--- src/rtl/fdivsqrt_pkg.sv ---
// Shared types and constants for the radix-4 divide/sqrt sequencing logic.
package fdivsqrt_pkg;

  localparam int CNTW_DEF = 7;

  typedef enum logic [1:0] {
    IDLE = 2'd0,
    BUSY = 2'd1,
    DONE = 2'd2
  } divstate_t;

endpackage

--- src/rtl/fdivsqrt_stepcnt.sv ---
// Loadable down-counter tracking the remaining radix-4 steps; last flags the final step.
module fdivsqrt_stepcnt #(
  parameter int CNTW = 7
) (
  input  logic            clk,
  input  logic            reset,
  input  logic            clr,
  input  logic            load,
  input  logic [CNTW-1:0] load_val,
  input  logic            dec,
  output logic            last
);

  logic [CNTW-1:0] cnt;

  always_ff @(posedge clk or posedge reset) begin
    if (reset)                    cnt <= '0;
    else if (clr)                 cnt <= '0;
    else if (load)                cnt <= load_val;
    else if (dec && (cnt != '0))  cnt <= cnt - 1'b1;
  end

  assign last = (cnt == CNTW'(1));

endmodule

--- src/rtl/fdivsqrt_r4_ctrl.sv ---
// Sequencing FSM for the radix-4 unified divide/sqrt datapath: start, step counting,
// sqrt first/second iteration flags, and done hold until the result is consumed.
import fdivsqrt_pkg::*;

module fdivsqrt_r4_ctrl #(
  parameter int CNTW = CNTW_DEF
) (
  input  logic            clk,
  input  logic            reset,
  input  logic            FDivStartE,
  input  logic            SqrtE,
  input  logic            SpecialCaseE,
  input  logic [CNTW-1:0] CyclesE,
  input  logic            StallM,
  input  logic            FlushE,
  output logic            IFDivStartE,
  output logic            IterEnE,
  output logic            FDivBusyE,
  output logic            FDivDoneE,
  output logic            j1,
  output logic            j2,
  output logic            SqrtLatched,
  output logic [1:0]      state_dbg
);

  localparam logic [1:0] ST_IDLE = IDLE;
  localparam logic [1:0] ST_BUSY = BUSY;
  localparam logic [1:0] ST_DONE = DONE;

  // Handshake: FDivStartE is a request taken only in IDLE and not during a flush;
  // FDivDoneE stays high until a cycle with StallM low lets the result be consumed.
  logic [1:0]      state, state_nxt;
  logic [1:0]      idx;
  logic            accept, start_iter, in_busy, last;
  logic [CNTW-1:0] load_val;

  assign in_busy    = (state == ST_BUSY);
  assign accept     = (state == ST_IDLE) & FDivStartE & ~FlushE;
  assign start_iter = accept & ~SpecialCaseE;
  // A zero step count still runs one iteration so the datapath always sees a load/iterate pair.
  assign load_val   = (CyclesE == '0) ? CNTW'(1) : CyclesE;

  fdivsqrt_stepcnt #(.CNTW(CNTW)) u_stepcnt (
    .clk      (clk),
    .reset    (reset),
    .clr      (FlushE),
    .load     (start_iter),
    .load_val (load_val),
    .dec      (in_busy),
    .last     (last)
  );

  always_comb begin
    state_nxt = state;
    if (FlushE) begin
      state_nxt = ST_IDLE;
    end else begin
      case (state)
        ST_IDLE: if (accept) state_nxt = SpecialCaseE ? ST_DONE : ST_BUSY;
        ST_BUSY: if (last)   state_nxt = ST_DONE;
        ST_DONE: if (!StallM) state_nxt = ST_IDLE;
        default: state_nxt = ST_IDLE;
      endcase
    end
  end

  always_ff @(posedge clk or posedge reset) begin
    if (reset) begin
      state       <= ST_IDLE;
      idx         <= 2'd0;
      SqrtLatched <= 1'b0;
    end else begin
      state <= state_nxt;
      if (start_iter) begin
        idx         <= 2'd0;
        SqrtLatched <= SqrtE;
      end else if (in_busy && (idx != 2'd2)) begin
        idx <= idx + 2'd1;
      end
    end
  end

  assign IFDivStartE = start_iter;
  assign IterEnE     = in_busy & ~FlushE;
  assign FDivBusyE   = in_busy | start_iter;
  assign FDivDoneE   = (state == ST_DONE);
  assign j1          = in_busy & SqrtLatched & (idx == 2'd0);
  assign j2          = in_busy & SqrtLatched & (idx == 2'd1);
  assign state_dbg   = state;

endmodule

--- config.mk ---
export PLATFORM = sky130hd
export DESIGN_NAME = fdivsqrt_r4_ctrl
export DESIGN_NICKNAME = d
export VERILOG_FILES = /design/src/rtl/fdivsqrt_pkg.sv /design/src/rtl/fdivsqrt_stepcnt.sv /design/src/rtl/fdivsqrt_r4_ctrl.sv
export SDC_FILE = /design/constraint.sdc
export NUM_CORES = 1
export LEC_CHECK = 0
export BUFFER_PORTS_ARGS = -buffer_cell sky130_fd_sc_hd__clkbuf_2
export CAP_MARGIN = 30
export CORE_UTILIZATION = 50
export CTS_CLUSTER_DIAMETER = 100
export CTS_CLUSTER_SIZE = 10
export DETAILED_ROUTE_END_ITERATION = 12
export PLACE_DENSITY_LB_ADDON = 0.15
export SYNTH_ARGS = -nofsm -noshare
export SYNTH_HDL_FRONTEND = slang
export SYNTH_SLANG_ARGS = --single-unit
--- constraint.sdc ---
create_clock -name clk -period 2 [get_ports clk]
set_input_delay 0.6 -clock clk [delete_from_list [all_inputs] [get_ports clk]]
set_output_delay 0.6 -clock clk [all_outputs]
set_load 0.1 [all_outputs]
==> qor.csv <==
metric,value,unit
antenna_found_initial,0,
grt_start_max_net_pins,13,
final_layout_size_suffix_gt1_frac,0.458,
worst-slew-pin-transition,0.544,ns
top_achievable_clock_speed,437,MHz
power.share.clock,0.194,
router_iterations_before_antenna_repair,4,
gr-total-overflow,0,
synth_area_leader_cell,sky130_fd_sc_hd__dfrtp_1,
wire_per_inst,14.6,um
max-vdd-ir-drop,0.598,mV
place.detailed.hpwl,1.42,mm
initial_core_util,0.542,
clock_skews,0.00775,ns
power_density,846,nW/um2
track_usage,0.247,
numCtsBuffers,3,
holdCritPathClass,in2async,
die_h,42.4,um
clkTransAtPathRegs,0.08,ns
place.gp.congestion,0.803,
tritoncts_clock_tree,done,
synth_top_area_share,0.368,
ys_top_cells_by_area,"sky130_fd_sc_hd__dfrtp_1, sky130_fd_sc_hd__ha_1, sky130_fd_sc_hd__nor3_1, sky130_fd_sc_hd__a2111oi_1, sky130_fd_sc_hd__a2111oi_4",
tritoncts_num_sinks,12,
p_int,0.577,mW
grt_pass1_vias,729,
yosysUniqueCellTypes,35,
first_iter_violations,26,
fp.dieArea,1800,um2
failed_checks,negative setup slack,
grt_setup_unrepaired,true,
clk_root_buffer_cell,sky130_fd_sc_hd__clkbuf_4,
port-buffer-count,22,
maxSlewViolCount,0,
insertedDiodeCount,0,
power.net_switching,0.428,mW
power.share.switching,0.426,
setup.worst_path.end_class,output port,
remaining_drc_errors,0,
regToRegSetupSlack,0.17,ns
cp.required,1.40,ns
maxCapViolCount,0,
layout.cell_area.non_filler,1190,um2
setup.worst_path.class,reg2out,
synth_area_per_cell,9.71,um2
ys_seq_elements,12,
grt_pass1_wl,3.26,mm
combPwrFrac,0.476,
worst_slew_slack_as_a_fraction_of_its_limit,0.639,
routed-via-count,783,
die_w,42.4,um
endpoints_failing_hold,0,
part_of_the_yosys_area_used_for_sequential_elements,0.368,
setup_tns,-0.900,ns
timing.final.setup_violations,5,
routed_via_density,5.84,
power.sequential.fraction,0.330,
netlist_instances,84,
placed_cell_area,1130,um2
power.leakage,0.526,nW
min_period,2.29,ns
final.fill_count,96,
synth_area,816,um2
htree_num_levels,1,
post-route-period-util,1.14,
wirelength,1.96,mm
drt.antenna.violating_nets,0,
ctsLongestPathBuffers,2,
syn-num-nets,103,
ioPinCount,23,
worstPathMaxFanout,4,
clk_latency,0.27,ns
fin_util,0.789,
synthToLayoutAreaGrowth,45.7,%
hold-worst-slack,0.308,ns
fin_ws,-0.287,ns
status,finished with violations,
core_area,1510,um2
dpl.cell_count,129,
fin_cells,134,
nNetsFinal,138,
start_kind,register,
cp.arrival,1.69,ns
std_cell_rows,14,
yosysWarningCount,0,
layer usage:
metal  GRT usage  up-vias  wire length [um]
met5           0        -                 0
met4      0.0938        0                27
met3      0.0388        4                90
met2       0.428       28              1010
met1       0.306      370               837
li1            -      381                 -
power groups by stage:
stage / clock, mW / combinational [mW] / sequential [mW]
2_1_floorplan: 0 / 0.261 / 0.400
3_3_place_gp: 0 / 0.451 / 0.330
3_5_place_dp: 0 / 0.463 / 0.334
4_1_cts: 0.200 / 0.474 / 0.330
5_1_grt: 0.215 / 0.511 / 0.338
6_report: 0.195 / 0.479 / 0.332
flip-flops by register name, indices dropped and copies added (netlist names):
| signal | cells |
|---|---|
| u_stepcnt.cnt | 7 |
| idx | 2 |
| state_dbg | 2 |
| SqrtLatched | 1 |
critical path, stage by stage, from the launching register on:
cell and delay, ns:
sky130_fd_sc_hd__dfrtp_4 0.48, sky130_fd_sc_hd__or4b_4 0.58, sky130_fd_sc_hd__o21ai_4 0.16, sky130_fd_sc_hd__buf_12 0.19
cells by family (layout without fill, tap and decap cells):
group,after synthesis,count (layout),share of synthesized area
buffers and inverters,9,43,0.0521
adders and majority gates,5,5,0.0767
xor gates and xnor gates,1,1,0.0107
DFF,12,12,0.368
AOI/OAI and AO/OA,17,17,0.179
and+or+nand+nor,39,39,0.299
muxes,1,1,0.0138
final cells by class:
class                   instances  area [um2]  share of cell area
clock buffers                   4        36.3              0.0305
inverters                       6        22.5              0.0189
multi-input cells              63         518               0.436
flip-flops and latches         12         309               0.260
well taps                      16        20.0              0.0168
repair buffers                 33         283               0.238
metrics by stage:
step / power [mW] / setup WS [ns]
after floorplan: 0.661 / -0.496
after global placement: 0.781 / -0.358
after detailed placement: 0.797 / -0.375
after CTS: 1.00 / -0.293
after global routing: 1.06 / -0.318
final: 1.01 / -0.287
cell usage in the layout, fill, tap and decap left out, types with 3 or more instances in the layout:
| cell | Yosys | final |
|---|---|---|
| sky130_fd_sc_hd__buf_4 | 0 | 11 |
| sky130_fd_sc_hd__a21oi_1 | 3 | 3 |
| sky130_fd_sc_hd__a2111oi_1 | 3 | 3 |
| sky130_fd_sc_hd__nand2_1 | 3 | 3 |
| sky130_fd_sc_hd__nor2_1 | 7 | 6 |
| sky130_fd_sc_hd__buf_12 | 0 | 6 |
| sky130_fd_sc_hd__clkbuf_2 | 0 | 16 |
| sky130_fd_sc_hd__nor3_1 | 8 | 8 |
| sky130_fd_sc_hd__clkbuf_4 | 0 | 3 |
| sky130_fd_sc_hd__dfrtp_1 | 12 | 9 |
| sky130_fd_sc_hd__ha_1 | 5 | 5 |
| sky130_fd_sc_hd__inv_1 | 6 | 6 |
repair_timing:
action	4_1_cts	5_1_grt
setup endpoints to repair	5	7
hold buffers	0	0
gates resized for setup	3	1
pin swaps	2	2
buffers inserted	1	0
worst paths after layout:
kind / to / startpoint / cells after the start
min in group clk: SqrtLatched$_DFFE_PP0P_ / SqrtE / 2
setup reg to reg: u_stepcnt.cnt[4]$_DFFE_PP0P_ / u_stepcnt.cnt[0]$_DFFE_PP0P_ / 6
hold / removal: state_dbg[1]$_DFFE_PP0P_ / reset / 2
setup / recovery: FDivBusyE / state_dbg[1]$_DFFE_PP0P_ / 3
hold reg to reg: u_stepcnt.cnt[0]$_DFFE_PP0P_ / u_stepcnt.cnt[0]$_DFFE_PP0P_ / 1
max in group asynchronous: state_dbg[0]$_DFFE_PP0P_ / reset / 2
Yosys cell counts:
| cell type | instances |
|---|---|
| sky130_fd_sc_hd__nor4_4 | 1 |
| sky130_fd_sc_hd__nor3_1 | 8 |
| sky130_fd_sc_hd__nand3b_1 | 2 |
| sky130_fd_sc_hd__and3_1 | 3 |
| sky130_fd_sc_hd__o21ai_0 | 2 |
| sky130_fd_sc_hd__nor2_4 | 1 |
| sky130_fd_sc_hd__or2_2 | 2 |
| sky130_fd_sc_hd__and2b_1 | 2 |
| sky130_fd_sc_hd__a2111oi_4 | 1 |
| sky130_fd_sc_hd__a2111oi_1 | 3 |
| sky130_fd_sc_hd__a211oi_1 | 2 |
| sky130_fd_sc_hd__or4_1 | 1 |
| sky130_fd_sc_hd__a31oi_1 | 2 |
| sky130_fd_sc_hd__a221oi_1 | 1 |
| sky130_fd_sc_hd__or3_1 | 2 |
| sky130_fd_sc_hd__clkbuf_1 | 1 |
| sky130_fd_sc_hd__a221o_1 | 1 |
| sky130_fd_sc_hd__a21oi_1 | 3 |
| sky130_fd_sc_hd__mux2_2 | 1 |
| sky130_fd_sc_hd__o311ai_0 | 1 |
| sky130_fd_sc_hd__buf_2 | 1 |
| sky130_fd_sc_hd__nor4_1 | 1 |
| sky130_fd_sc_hd__nor3b_2 | 1 |
| sky130_fd_sc_hd__nand2_1 | 3 |
| sky130_fd_sc_hd__ha_1 | 5 |
| sky130_fd_sc_hd__dfrtp_1 | 12 |
| sky130_fd_sc_hd__buf_6 | 1 |
| sky130_fd_sc_hd__nand3_1 | 1 |
| sky130_fd_sc_hd__nor2b_1 | 1 |
| sky130_fd_sc_hd__nand2b_1 | 2 |
| sky130_fd_sc_hd__nor2_1 | 7 |
| sky130_fd_sc_hd__a2111oi_0 | 1 |
| sky130_fd_sc_hd__inv_1 | 6 |
| sky130_fd_sc_hd__xnor2_1 | 1 |
| sky130_fd_sc_hd__or4b_1 | 1 |
Power figures use the tool's default switching activity.
